<file path="src/rtl/vga_pattern_gen.sv">
// VGA test-pattern generator: six patterns behind a 2-stage p_tick pipeline.
// Mode and user colour are sampled only at frame start so frames never tear.
module vga_pattern_gen #(
    parameter int CB         = 4,
    parameter int COORD_W    = 10,
    parameter int H_ACTIVE   = 640,
    parameter int V_ACTIVE   = 480,
    parameter int BAR_W      = 80,
    parameter int CHK_LOG2   = 5,
    parameter int GRAD_SHIFT = 5,
    parameter int BOX_SIZE   = 32,
    parameter int BOX_STEP   = 2
) (
    input  logic               clk_100MHz,
    input  logic               reset,
    input  logic               p_tick,
    input  logic               video_on,
    input  logic [COORD_W-1:0] x,
    input  logic [COORD_W-1:0] y,
    input  logic               hsync_in,
    input  logic               vsync_in,
    input  logic [2:0]         mode,
    input  logic [3*CB-1:0]    sw,
    output logic               hsync,
    output logic               vsync,
    output logic [3*CB-1:0]    rgb,
    output logic [15:0]        frame_cnt
);
    localparam int RW = 3 * CB;
    localparam logic [CB-1:0]      FULL     = '1;
    localparam logic [COORD_W-1:0] LVL_MAX  = COORD_W'((1 << CB) - 1);
    localparam logic [COORD_W-1:0] STEP     = COORD_W'(BOX_STEP);
    localparam logic [COORD_W-1:0] ONE      = COORD_W'(1);
    localparam logic [COORD_W-1:0] BAR_LAST = COORD_W'(BAR_W - 1);
    localparam logic [COORD_W-1:0] X_LAST   = COORD_W'(H_ACTIVE - 1);
    localparam logic [COORD_W-1:0] Y_LAST   = COORD_W'(V_ACTIVE - 1);
    localparam logic [COORD_W:0]   SPAN     = (COORD_W + 1)'(BOX_SIZE + BOX_STEP);
    localparam logic [COORD_W:0]   BSZ      = (COORD_W + 1)'(BOX_SIZE);
    localparam logic [COORD_W:0]   H_LIM    = (COORD_W + 1)'(H_ACTIVE);
    localparam logic [COORD_W:0]   V_LIM    = (COORD_W + 1)'(V_ACTIVE);

    logic [2:0]         mode_s1, mode_s2, mode_q;
    logic [RW-1:0]      sw_s1, sw_s2, sw_q;
    logic [COORD_W-1:0] bx, by;
    logic               dir_x, dir_y;
    logic [COORD_W:0]   nx, ny;
    logic               fs;

    logic               vo1, hs1, vs1;
    logic [COORD_W-1:0] x1, y1, px_cnt;
    logic [2:0]         bar1;

    logic [RW-1:0]      pat;
    logic [2:0]         bar_c;
    logic [COORD_W-1:0] lvl;
    logic [CB-1:0]      gl;
    logic               in_box;

    // Returns {dir, pos}; dir 0 = moving up-count, 1 = moving down-count.
    function automatic logic [COORD_W:0] axis_step(
        input logic [COORD_W-1:0] pos,
        input logic               dir,
        input logic [COORD_W:0]   lim
    );
        if (!dir) begin
            if ({1'b0, pos} + SPAN > lim)
                return {1'b1, pos - STEP};
            return {1'b0, pos + STEP};
        end
        if (pos < STEP)
            return {1'b0, pos + STEP};
        return {1'b1, pos - STEP};
    endfunction

    assign nx = axis_step(bx, dir_x, H_LIM);
    assign ny = axis_step(by, dir_y, V_LIM);
    assign fs = p_tick & video_on & (x == '0) & (y == '0);

    always_ff @(posedge clk_100MHz or posedge reset) begin
        if (reset) begin
            mode_s1 <= '0;
            mode_s2 <= '0;
            sw_s1   <= '0;
            sw_s2   <= '0;
        end else begin
            mode_s1 <= mode;
            mode_s2 <= mode_s1;
            sw_s1   <= sw;
            sw_s2   <= sw_s1;
        end
    end

    always_ff @(posedge clk_100MHz or posedge reset) begin
        if (reset) begin
            mode_q    <= '0;
            sw_q      <= '0;
            frame_cnt <= '0;
            bx        <= '0;
            by        <= '0;
            dir_x     <= 1'b0;
            dir_y     <= 1'b0;
        end else if (fs) begin
            mode_q       <= mode_s2;
            sw_q         <= sw_s2;
            frame_cnt    <= frame_cnt + 16'd1;
            {dir_x, bx}  <= nx;
            {dir_y, by}  <= ny;
        end
    end

    // Stage 1: capture timing and track the colour-bar index along the line.
    always_ff @(posedge clk_100MHz or posedge reset) begin
        if (reset) begin
            vo1    <= 1'b0;
            hs1    <= 1'b0;
            vs1    <= 1'b0;
            x1     <= '0;
            y1     <= '0;
            px_cnt <= '0;
            bar1   <= '0;
        end else if (p_tick) begin
            vo1 <= video_on;
            hs1 <= hsync_in;
            vs1 <= vsync_in;
            x1  <= x;
            y1  <= y;
            if (x == '0) begin
                px_cnt <= '0;
                bar1   <= '0;
            end else if (px_cnt == BAR_LAST) begin
                px_cnt <= '0;
                if (bar1 != 3'd7)
                    bar1 <= bar1 + 3'd1;
            end else begin
                px_cnt <= px_cnt + ONE;
            end
        end
    end

    always_comb begin
        pat    = '0;
        bar_c  = 3'd7 - bar1;
        lvl    = x1 >> GRAD_SHIFT;
        gl     = (lvl > LVL_MAX) ? FULL : lvl[CB-1:0];
        in_box = ({1'b0, x1} >= {1'b0, bx}) && ({1'b0, x1} < {1'b0, bx} + BSZ) &&
                 ({1'b0, y1} >= {1'b0, by}) && ({1'b0, y1} < {1'b0, by} + BSZ);
        case (mode_q)
            3'd0: pat = sw_q;
            3'd1: pat = {{CB{bar_c[1]}}, {CB{bar_c[2]}}, {CB{bar_c[0]}}};
            3'd2: pat = {gl, gl, gl};
            3'd3: pat = (x1[CHK_LOG2] ^ y1[CHK_LOG2]) ? sw_q : '0;
            3'd4: pat = in_box ? sw_q : '0;
            3'd5: pat = (x1 == '0 || x1 == X_LAST || y1 == '0 || y1 == Y_LAST) ?
                        {RW{1'b1}} : '0;
            default: pat = '0;
        endcase
    end

    always_ff @(posedge clk_100MHz or posedge reset) begin
        if (reset) begin
            hsync <= 1'b0;
            vsync <= 1'b0;
            rgb   <= '0;
        end else if (p_tick) begin
            hsync <= hs1;
            vsync <= vs1;
            rgb   <= vo1 ? pat : '0;
        end
    end
endmodule

</file>
<file path="config.mk">
export PLATFORM = sky130hd
export DESIGN_NAME = vga_pattern_gen
export DESIGN_NICKNAME = d
export VERILOG_FILES = /design/src/rtl/vga_pattern_gen.sv
export SDC_FILE = /design/constraint.sdc
export NUM_CORES = 1
export LEC_CHECK = 0
export ABC_CLOCK_PERIOD_IN_PS = 9000
export BUFFER_PORTS_ARGS = -buffer_cell sky130_fd_sc_hd__buf_4
export CAP_MARGIN = 25
export CORE_MARGIN = 3
export CORE_UTILIZATION = 35
export DETAILED_ROUTE_END_ITERATION = 7
export REMOVE_ABC_BUFFERS = 1
export SYNTH_ARGS = -nofsm -noshare
export SYNTH_HDL_FRONTEND = slang
export SYNTH_SLANG_ARGS = --single-unit
</file>
<file path="constraint.sdc">
create_clock -name clk_100MHz -period 9 [get_ports clk_100MHz]
set_input_delay 0 -clock clk_100MHz [delete_from_list [all_inputs] [get_ports clk_100MHz]]
set_output_delay 0 -clock clk_100MHz [all_outputs]
set_load 0.1 [all_outputs]
</file>
==> flow_summary.ini <==
[min_path]
hp-class = input pin to flip-flop

[routing]
wl_mm = 16.06
wl_per_cell_um = 15.21
drt_first_pass_iters = 6
vias = 5390
drc = 0
first_iter_violations = 444
ant_nets = 0
via_per_inst = 5.104

[finish]
antenna_cells = 0
syn_to_final_growth_pct = 26.00
drive_gt1_frac = 0.1796
finalNetCount = 869
fillerInstances = 1795
post-route-util = 0.4544

[yosys]
synth_warnings = 0
ys.flop_type = dfrtp_1
synth.avg_cell_area_um2 = 10.04
ys_seq_area_frac = 0.4811
ys_types = 58
synthCells = 679
synth_area_um2 = 6814
synthArstFlopShare = 1.000
synth_seq_cells = 131
synth-edff-count = 0

[setup_path]
path_class = flip-flop to flip-flop
crit_slowest_cell = nor3_2
worstPathRequired_ps = 9340
crit_fanout = 12
startpoint_type = flip-flop
endpoint_kind = flip-flop
crit_arrival_ps = 3610
max_stage_delay_ps = 760
cp_cell_sequence = ha_1 > nand3_1 > xnor2_1 > ha_1 > a21o_1 > o2bb2ai_1 > a2111o_1 > nor3_2 > nand3_1 > a21oi_1
worst-r2r-setup-slack_ps = 5740

[grt]
use_met1 = 0.2123
grt_max_degree = 83
grt_usage = 0.1596
gr-usage-met3 = 0.03270
grt_pass1_wl_mm = 27.89
groute.layer.met2.usage = 0.2613
grt_pass1_vias = 5468
top_usage_layer = met2
grt_antenna_before_repair = 0
grt_overflow_total = 0

[cts]
cts_setup_buffers = 0
clk_pin_slew_ps = 60
clock_latency_ps = 420
h-tree-depth = 4
cts-root-buf = clkbuf_16
clk_path_buf_depth = 2
cts_resized = 0
cts.sinks = 131
cts_tree = built
cts_made_buffers = 17

[timing]
relSlewSlack = 0.3220
slew_violations = 0
setup_tns_ps = 0
min_period_ps = 3263
hold_ws_ps = 99.71
finalCritPeriodShare = 0.3626
worst_slew_pin_slew_ps = 1017
setup_viol = 0
skew_ps = 15.27
hold_viol = 0
rsz0062_at_grt = no
max_freq_mhz = 306.5

[place]
numPortBuffers = 70
gp_congestion = 0.8464
dp.final_hpwl_mm = 11.02

[floorplan]
top_level_ports = 71
die_w_um = 145.5
fp.dieH_um = 145.5
dieArea_um2 = 21180
row_count = 50
start_util = 0.3607
core_um2 = 18890

[pwr]
power_w = 0.001470
power.density_nw_per_um2 = 171.2
leakage_nw = 3.848
ir_drop_v = 0.0001254

[run]
maxCapViolCount = 0

[run_status]
outcome = finished clean
where the power goes:
part	total, W	internal (W)	switching (W)
Clock	0.000690	0.000429	0.000260
Combinational	0.000131	0.0000638	0.0000674
Sequential	0.000649	0.000620	0.0000294
what timing repair did:
| item | CTS | global route |
|---|---|---|
| hold buffers | 39 | 0 |
| hold endpoints to repair | 119 | 0 |
| endpoints found under the setup margin | 0 | 0 |
per-layer routing:
metal  up-vias  part of all wire
met2       131              0.48
met3        28             0.038
li1       2637                 -
met4         0             0.018
met1      2594              0.46
met5         -                 0
stage by stage:
step	cells	worst slack (ps)	cell area [um^2]
after floorplan	652	5502	6703
after global placement	986	5871	7602
after detailed placement	986	5783	7602
after CTS	1056	5756	8586
after global routing	1056	5451	8586
final	1056	5737	8586
state kept, by name, indices dropped and copies added (netlist names), 10 cells and up:
register and flops:
rgb 12, sw_q 12, sw_s2 12, y1 10, px_cnt 10, frame_cnt 16, x1 10, sw_s1 12
kinds of logic after synthesis:
| kind of cell | synth area share |
|---|---|
| AOI/OAI and AO/OA | 0.1151 |
| xor gates and xnor gates | 0.06170 |
| muxes | 0.04572 |
| adders and majority gates | 0.08079 |
| and+or+nand+nor | 0.1827 |
| DFF | 0.4811 |
| buffers and inverters | 0.03287 |
cell usage after synthesis, drive strengths merged (4+ instances only):
cell     instances  share of area
nand3           33          0.024
xor2             8          0.010
nand2           78          0.043
inv             29          0.016
and4             4         0.0051
a22o             4         0.0051
nor2b           15          0.014
nor4            11          0.012
xnor2           40          0.051
ha              44          0.081
a21o             6         0.0066
and3            11          0.010
clkbuf          17         0.0094
buf             10         0.0070
nor2            50          0.028
dfrtp          131           0.48
a41oi            4         0.0051
mux2            25          0.041
o21ai           31          0.023
nand4           19          0.017
a2111oi         13          0.018
a21oi           33          0.024
o21a             4         0.0044
nor3            15          0.011
critical path, delay by kind of cell (launching register included):
| family | cells | cell delay, ps |
|---|---|---|
| flops | 1 | 540 |
| compound gates | 4 | 780 |
| fa+ha+maj | 2 | 600 |
| simple gates | 3 | 1070 |
| xor+xnor | 1 | 190 |
path summary, 6_finish.rpt:
path / from / to / cells after the start
min in group asynchronous: reset / px_cnt[7] / 3
max in group asynchronous: reset / frame_cnt[7] / 4
max: by[5] / rgb[4] / 10
min reg2reg: sw_s1[4] / sw_s2[4] / 0
min: p_tick / px_cnt[1] / 3
max reg2reg: by[5] / rgb[4] / 10
placed cells by master (no fill, tap or decap), types with 4 or more instances in the layout:
cell type        n
a2111oi_0       12
a21o_1           6
a21oi_1         33
a22o_1           4
a41oi_1          4
and3_1          11
and4_1           4
buf_4           74
clkbuf_16       17
dfrtp_1        131
dlygate4sd3_1   39
ha_1            44
inv_1           25
mux2_2          25
nand2_1         78
nand3_1         33
nand4_1         19
nor2_1          50
nor2b_1         15
nor3_1          14
nor4_1           9
o21a_1           4
o21ai_0         29
xnor2_1         40
xor2_1           8
layout make-up:
| type | count | area, um^2 | share of cell area |
|---|---|---|---|
| clock buffers | 20 | 466.7 | 0.05436 |
| clock inverters | 11 | 126.4 | 0.01472 |
| inverters | 30 | 117.6 | 0.01370 |
| multi-input cells | 491 | 3326 | 0.3874 |
| flip-flops and latches | 131 | 3278 | 0.3818 |
| well taps | 260 | 325.3 | 0.03789 |
| repair buffers | 113 | 945.9 | 0.1102 |
Power figures use the tool's default switching activity.
